--- src/rtl/console_uart_tx.sv ---
// Memory-mapped console UART transmitter: byte stores feed a TX FIFO drained as 8N1 frames.
// Define CONSOLE_STATUS_EN to expose a clear-on-read status register at BASE_ADDR+4.
module console_uart_tx #(
  parameter int unsigned CLK_DIV    = 16,
  parameter int unsigned FIFO_DEPTH = 8,
  parameter logic [31:0] BASE_ADDR  = 32'h1000_0000
) (
  input  logic        clk,
  input  logic        reset,
  input  logic [31:0] mem_addr,
  input  logic [31:0] mem_wdata,
  input  logic [3:0]  mem_write,
  output logic [31:0] mem_rdata,
  output logic        tx,
  output logic        busy
);

  localparam int unsigned PTR_W  = $clog2(FIFO_DEPTH);
  localparam int unsigned CNT_W  = PTR_W + 1;
  localparam int unsigned BAUD_W = $clog2(CLK_DIV);

  typedef enum logic [1:0] {IDLE, START, DATA, STOP} state_t;

  state_t            state, state_next;
  logic [BAUD_W-1:0] baud, baud_next;
  logic [2:0]        bit_idx, bit_idx_next;
  logic [7:0]        shift, shift_next;
  logic              tx_next;

  logic [7:0]        fifo_mem [FIFO_DEPTH];
  logic [PTR_W-1:0]  wr_ptr, rd_ptr;
  logic [CNT_W-1:0]  count;
  logic              full, empty, push, push_ok, pop, baud_last;
  logic              overflow, status_rd_q;
  logic              unused_bits;

  assign full      = (count == CNT_W'(FIFO_DEPTH));
  assign empty     = (count == '0);
  assign baud_last = (baud == BAUD_W'(CLK_DIV - 1));
  assign push      = (mem_addr == BASE_ADDR) && mem_write[0];
  // A full FIFO still takes a byte when the FSM pops on the same edge.
  assign push_ok   = push && (!full || pop);
  assign pop       = !empty && ((state == IDLE) || (state == STOP && baud_last));
  assign busy      = !empty || (state != IDLE);

  // NOTE: storage array has no reset; pointers and count define which entries are valid.
  always_ff @(posedge clk) begin
    if (push_ok) fifo_mem[wr_ptr] <= mem_wdata[7:0];
  end

  // NOTE: sequential state uses non-blocking assignments so every register sees pre-edge values.
  always_ff @(posedge clk or posedge reset) begin
    if (reset) begin
      wr_ptr <= '0;
      rd_ptr <= '0;
      count  <= '0;
    end else begin
      if (push_ok) wr_ptr <= wr_ptr + PTR_W'(1);
      if (pop)     rd_ptr <= rd_ptr + PTR_W'(1);
      count <= count + CNT_W'(push_ok) - CNT_W'(pop);
    end
  end

  always_ff @(posedge clk or posedge reset) begin
    if (reset)                       overflow <= 1'b0;
    else if (push && full && !pop)   overflow <= 1'b1;
    else if (status_rd_q)            overflow <= 1'b0;
  end

  always_ff @(posedge clk or posedge reset) begin
    if (reset) begin
      state   <= IDLE;
      baud    <= '0;
      bit_idx <= '0;
      shift   <= '0;
      tx      <= 1'b1;
    end else begin
      state   <= state_next;
      baud    <= baud_next;
      bit_idx <= bit_idx_next;
      shift   <= shift_next;
      tx      <= tx_next;
    end
  end

  // NOTE: every combinational output gets a default first so no latch is inferred.
  always_comb begin
    state_next   = state;
    baud_next    = baud;
    bit_idx_next = bit_idx;
    shift_next   = shift;
    case (state)
      IDLE: begin
        if (!empty) begin
          state_next = START;
          baud_next  = '0;
          shift_next = fifo_mem[rd_ptr];
        end
      end
      START: begin
        if (baud_last) begin
          state_next   = DATA;
          baud_next    = '0;
          bit_idx_next = '0;
        end else begin
          baud_next = baud + BAUD_W'(1);
        end
      end
      DATA: begin
        if (baud_last) begin
          baud_next = '0;
          if (bit_idx == 3'd7) begin
            state_next = STOP;
          end else begin
            bit_idx_next = bit_idx + 3'd1;
            shift_next   = {1'b0, shift[7:1]};
          end
        end else begin
          baud_next = baud + BAUD_W'(1);
        end
      end
      STOP: begin
        if (baud_last) begin
          baud_next = '0;
          if (!empty) begin
            state_next = START;
            shift_next = fifo_mem[rd_ptr];
          end else begin
            state_next = IDLE;
          end
        end else begin
          baud_next = baud + BAUD_W'(1);
        end
      end
      default: state_next = IDLE;
    endcase
  end

  // tx is computed from the next state so the registered line changes on the same edge.
  always_comb begin
    tx_next = 1'b1;
    case (state_next)
      IDLE:    tx_next = 1'b1;
      START:   tx_next = 1'b0;
      DATA:    tx_next = shift_next[0];
      STOP:    tx_next = 1'b1;
      default: tx_next = 1'b1;
    endcase
  end

`ifdef CONSOLE_STATUS_EN
  logic status_hit;
  assign status_hit = (mem_addr == BASE_ADDR + 32'd4);

  always_ff @(posedge clk or posedge reset) begin
    if (reset) begin
      mem_rdata   <= '0;
      status_rd_q <= 1'b0;
    end else begin
      status_rd_q <= status_hit;
      mem_rdata   <= status_hit ? {28'd0, overflow, busy, empty, full} : 32'd0;
    end
  end

  assign unused_bits = ^{mem_wdata[31:8], mem_write[3:1]};
`else
  assign mem_rdata   = '0;
  assign status_rd_q = 1'b0;
  assign unused_bits = ^{mem_wdata[31:8], mem_write[3:1], overflow};
`endif

endmodule

--- config.mk ---
export PLATFORM = sky130hd
export DESIGN_NAME = console_uart_tx
export DESIGN_NICKNAME = d
export VERILOG_FILES = /design/src/rtl/console_uart_tx.sv
export SDC_FILE = /design/constraint.sdc
export NUM_CORES = 1
export LEC_CHECK = 0
export ABC_CLOCK_PERIOD_IN_PS = 3900
export CAP_MARGIN = 5
export CORE_UTILIZATION = 63
export CTS_CLUSTER_SIZE = 30
export DETAILED_ROUTE_END_ITERATION = 8
export DONT_BUFFER_PORTS = 1
export PLACE_DENSITY = 0.79
export SYNTH_ARGS = -nofsm -noshare
export SYNTH_HDL_FRONTEND = slang
export SYNTH_SLANG_ARGS = --single-unit
--- constraint.sdc ---
create_clock -name clk -period 3.9 [get_ports clk]
set_input_delay 0.78 -clock clk [delete_from_list [all_inputs] [get_ports clk]]
set_output_delay 0.78 -clock clk [all_outputs]
set_load 0.02 [all_outputs]
==> results.md <==
- Status: completed
- Fin crit period: 2.921 ns
- Clk_lat worst skew: 0.36 ns
- Critical path, cell by cell: ha_1, nand4_1, o221ai_2, or4b_4, mux2i_1, ha_1, inv_1, fa_1, xnor2_1
- CP Capture Type: register
- Hold Path Class: in2reg
- Die Wd: 85.39 microns
- CP Data Arrival Time: ~3.2 ns
- Final ANT Viol Nets: 0
- Aggregate global-route resource usage: 0.2263
- I/O Buffers: 0
- GRT Residual Overflow: 0
- Hold Path Sink: fifo_mem[3][6]
- R2R Setup Slk: between 0.9 and 1 ns
- Yosys reg bits: roughly 90
- Hpwl dp: 5102 microns
- FF-to-FF Start: baud[0]
- DRC: 0
- Setup TNS: 0 ns
- Initial antenna violation count: 0
- GPL Wtd Cong: 0.8447
- Most used DFF post-synth: edfxtp_1
- Vias in the first global route: 2,355
- Synth warnings: 0
- Hold_sp: mem_wdata[6]
- Post-CTS Setup Repair Bufs: 0
- I/O pins: roughly 100
- Initial Util: 0.6483
- Slew headroom: 0.2890
- Count leader, synth: edfxtp_1
- Pins over their slew limit: 0
- Drt via density: 6.147
- Seq/Total Area, Yosys: 0.5990
- First-pass GRT wire length: ~12,000 microns
- Hold-fix buffers, CTS: 0
- Core ar.: 0.006756 sq mm
- Final hold vios: 0
- Average routed wire per standard cell: 18.69 microns
- Clk pin slew, worst setup/hold paths: roughly 0.1 ns
- Chip height: ~85 microns
- DR iter-0 viols: roughly 200
- Peak supply drop: 277.9 uV
- Area occupied by multi-input gates: 0.001515 sq mm
- TritonCTS clock tree: built
- Fin Hold WS: between 0.5 and 0.6 ns
- Cell family with most CP delay: adder cells
- Leakage: ~0.0017 uW
- Top cells by area, synth: edfxtp_1 44%, dfrtp_1 15%, mux4_2 8.2%, buf_4 5.5%, ha_1 3.1%
- Most Frequent Cell on Critical Path: ha_1
- Antenna Cells: 0
- Routed WL: roughly 7600 microns
- R2R depth: 9
- Worst Path Max Fanout: 11
- TritonCTS Buffers: 9
- Area delta synth->final: 4.456%
- Crit path buffers/inverters: 1
- RR Endpoint: count[2]
- Worst path slowest cell: or4b_4
- H-tree depth: 3
- Synth cell types: just over 50
- Period utilization: 0.7488
- RSZ-0062 raised after global routing: no
- Synth Instances: about 320
- Fin nets: a little over 400
- Largest net degree at the start of global routing: 29
- Pwr dens: 384.3 mW/mm^2
- Critical Path Start Type: register
- Drt pass-1 iters: 4
- Mapped cell area: between 0.004 and 0.005 sq mm
- CP Class: reg2reg
- Slowest cell delay on critical path: roughly 0.58 ns
- CTS root buf: clkbuf_8
- # Max-Cap Violations: 0
- Dpl ws: about 0.91 ns
- Reg area: around 0.0026 sq mm
- Slew of the pin with the lowest slew margin: roughly 1.1 ns
- Hold depth: 0
- F_max: approximately 0.34 GHz
- Sink Count: between 90 and 100
- Async S/R FF share, synth: 0.3043
- Yosys top cell area share: 0.4387
- Final setup viols: 0
- Final worst slack: slightly below 1 ns
- Share of post-route cells with drive strength above 1: 0.1463
- WP data required: approximately 4.2 ns
- Mapped Avg Cell Area: 13.82 sq um
- Die ar.: between 0.007 and 0.008 sq mm
- # rows: 30
- Number of synthesized flops with an enable pin: between 60 and 70
- PostCTS Resize Cnt: 0
- FILL cells: 452
- Via Count: 2,508
- Post-synth top cells: 64 x edfxtp_1, 32 x buf_4, 27 x dfrtp_1
- Area leader, netlist: edfxtp_1
- Max Root-Sink Buffers: 2
- Setup Skew: 0.01313 ns
metrics by stage:
step | power (uW) | instance area, sq um | utilization | instances
after global placement | 1103 | 4363 | 0.6457 | 392
final | 1758 | 4576 | 0.6772 | 408
after detailed placement | 1103 | 4363 | 0.6457 | 392
after floorplan | 1125 | 4497 | - | 348
after CTS | 1772 | 4576 | 0.6772 | 408
after global routing | 1818 | 4576 | 0.6772 | 408
report_power, final:
part           internal (uW)  leakage [uW]  total, uW  switching [uW]
sequential              1050      0.000918       1050       0.0000409
combinational           1.77      0.000673       35.7            34.0
clock                    313      0.000106        677             364
total                   1360       0.00170       1760             398
registers in the layout (all words and copies together) (netlist names), 2 cells and up:
| signal | cells |
|---|---|
| fifo_mem | 64 |
| shift | 8 |
| baud | 4 |
| count | 4 |
| bit_idx | 3 |
| rd_ptr | 3 |
| wr_ptr | 3 |
| state | 2 |
worst reg2reg max path, stage by stage (launching register included):
cell      delay [ns]
dfrtp_1         0.43
ha_1            0.30
nand4_1         0.29
o221ai_2        0.27
or4b_4          0.58
mux2i_1         0.18
ha_1            0.19
inv_1           0.05
fa_1            0.38
xnor2_1         0.14
layout by cell type (no fill, tap or decap), types with 3 or more instances in the layout:
cell | netlist | final
nor3_1 | 8 | 8
ha_1 | 11 | 11
clkbuf_8 | 0 | 9
nor2_1 | 11 | 11
a21oi_1 | 5 | 5
and3_1 | 3 | 3
nor4b_1 | 3 | 3
nor4_1 | 8 | 8
mux4_2 | 16 | 16
mux2i_1 | 6 | 6
conb_1 | 1 | 32
xnor2_1 | 6 | 6
buf_4 | 32 | 9
a221o_1 | 4 | 4
nand2_1 | 15 | 15
dfrtp_1 | 27 | 27
inv_1 | 14 | 14
nand4_1 | 6 | 6
inv_8 | 0 | 3
mux2_2 | 3 | 3
edfxtp_1 | 64 | 64
o31ai_1 | 3 | 3
nand3_1 | 9 | 9
o21ai_1 | 3 | 3
o21ai_0 | 14 | 14
area by class of cell:
class / count / share of cell area
Inverter: 15 / 0.01231
Sequential cell: 92 / 0.5734
Clock inverter: 7 / 0.01941
Multi-Input combinational cell: 196 / 0.3311
Tap cell: 80 / 0.02188
Timing Repair Buffer: 9 / 0.01477
Clock buffer: 9 / 0.02707
routing by layer:
metal	track usage	wire length, microns	up-vias
met5	0	0	-
met4	0.1015	183	0
met3	0.05156	435	20
met2	0.3629	3858	91
met1	0.3001	3149	1245
li1	-	-	1152
how the worst max path moves through the flow:
| stage | slack (ns) | cells past startpoint | end | startpoint |
|---|---|---|---|---|
| global route | 0.76 | 9 | count[2] | baud[0] |
| detailed placement | 0.91 | 8 | count[2] | mem_addr[1] |
| CTS | 0.95 | 9 | count[2] | baud[0] |
| finish | 0.98 | 9 | count[2] | baud[0] |
| global placement | 0.98 | 8 | count[2] | mem_addr[29] |
| floorplan | 0.77 | 5 | fifo_mem[4][0] | mem_addr[29] |
kinds of logic after synthesis:
| group | count (synthesis) | share of synthesized area |
|---|---|---|
| buf+inv | 60 | 0.08169 |
| xor+xnor | 7 | 0.01400 |
| compound gates | 43 | 0.06655 |
| simple gates | 74 | 0.09083 |
| other cells | 1 | 0.0008561 |
| fa+ha+maj | 13 | 0.03827 |
| mux | 27 | 0.1088 |
| flops | 92 | 0.5990 |
No activity file was read; power rests on OpenSTA's default activity.
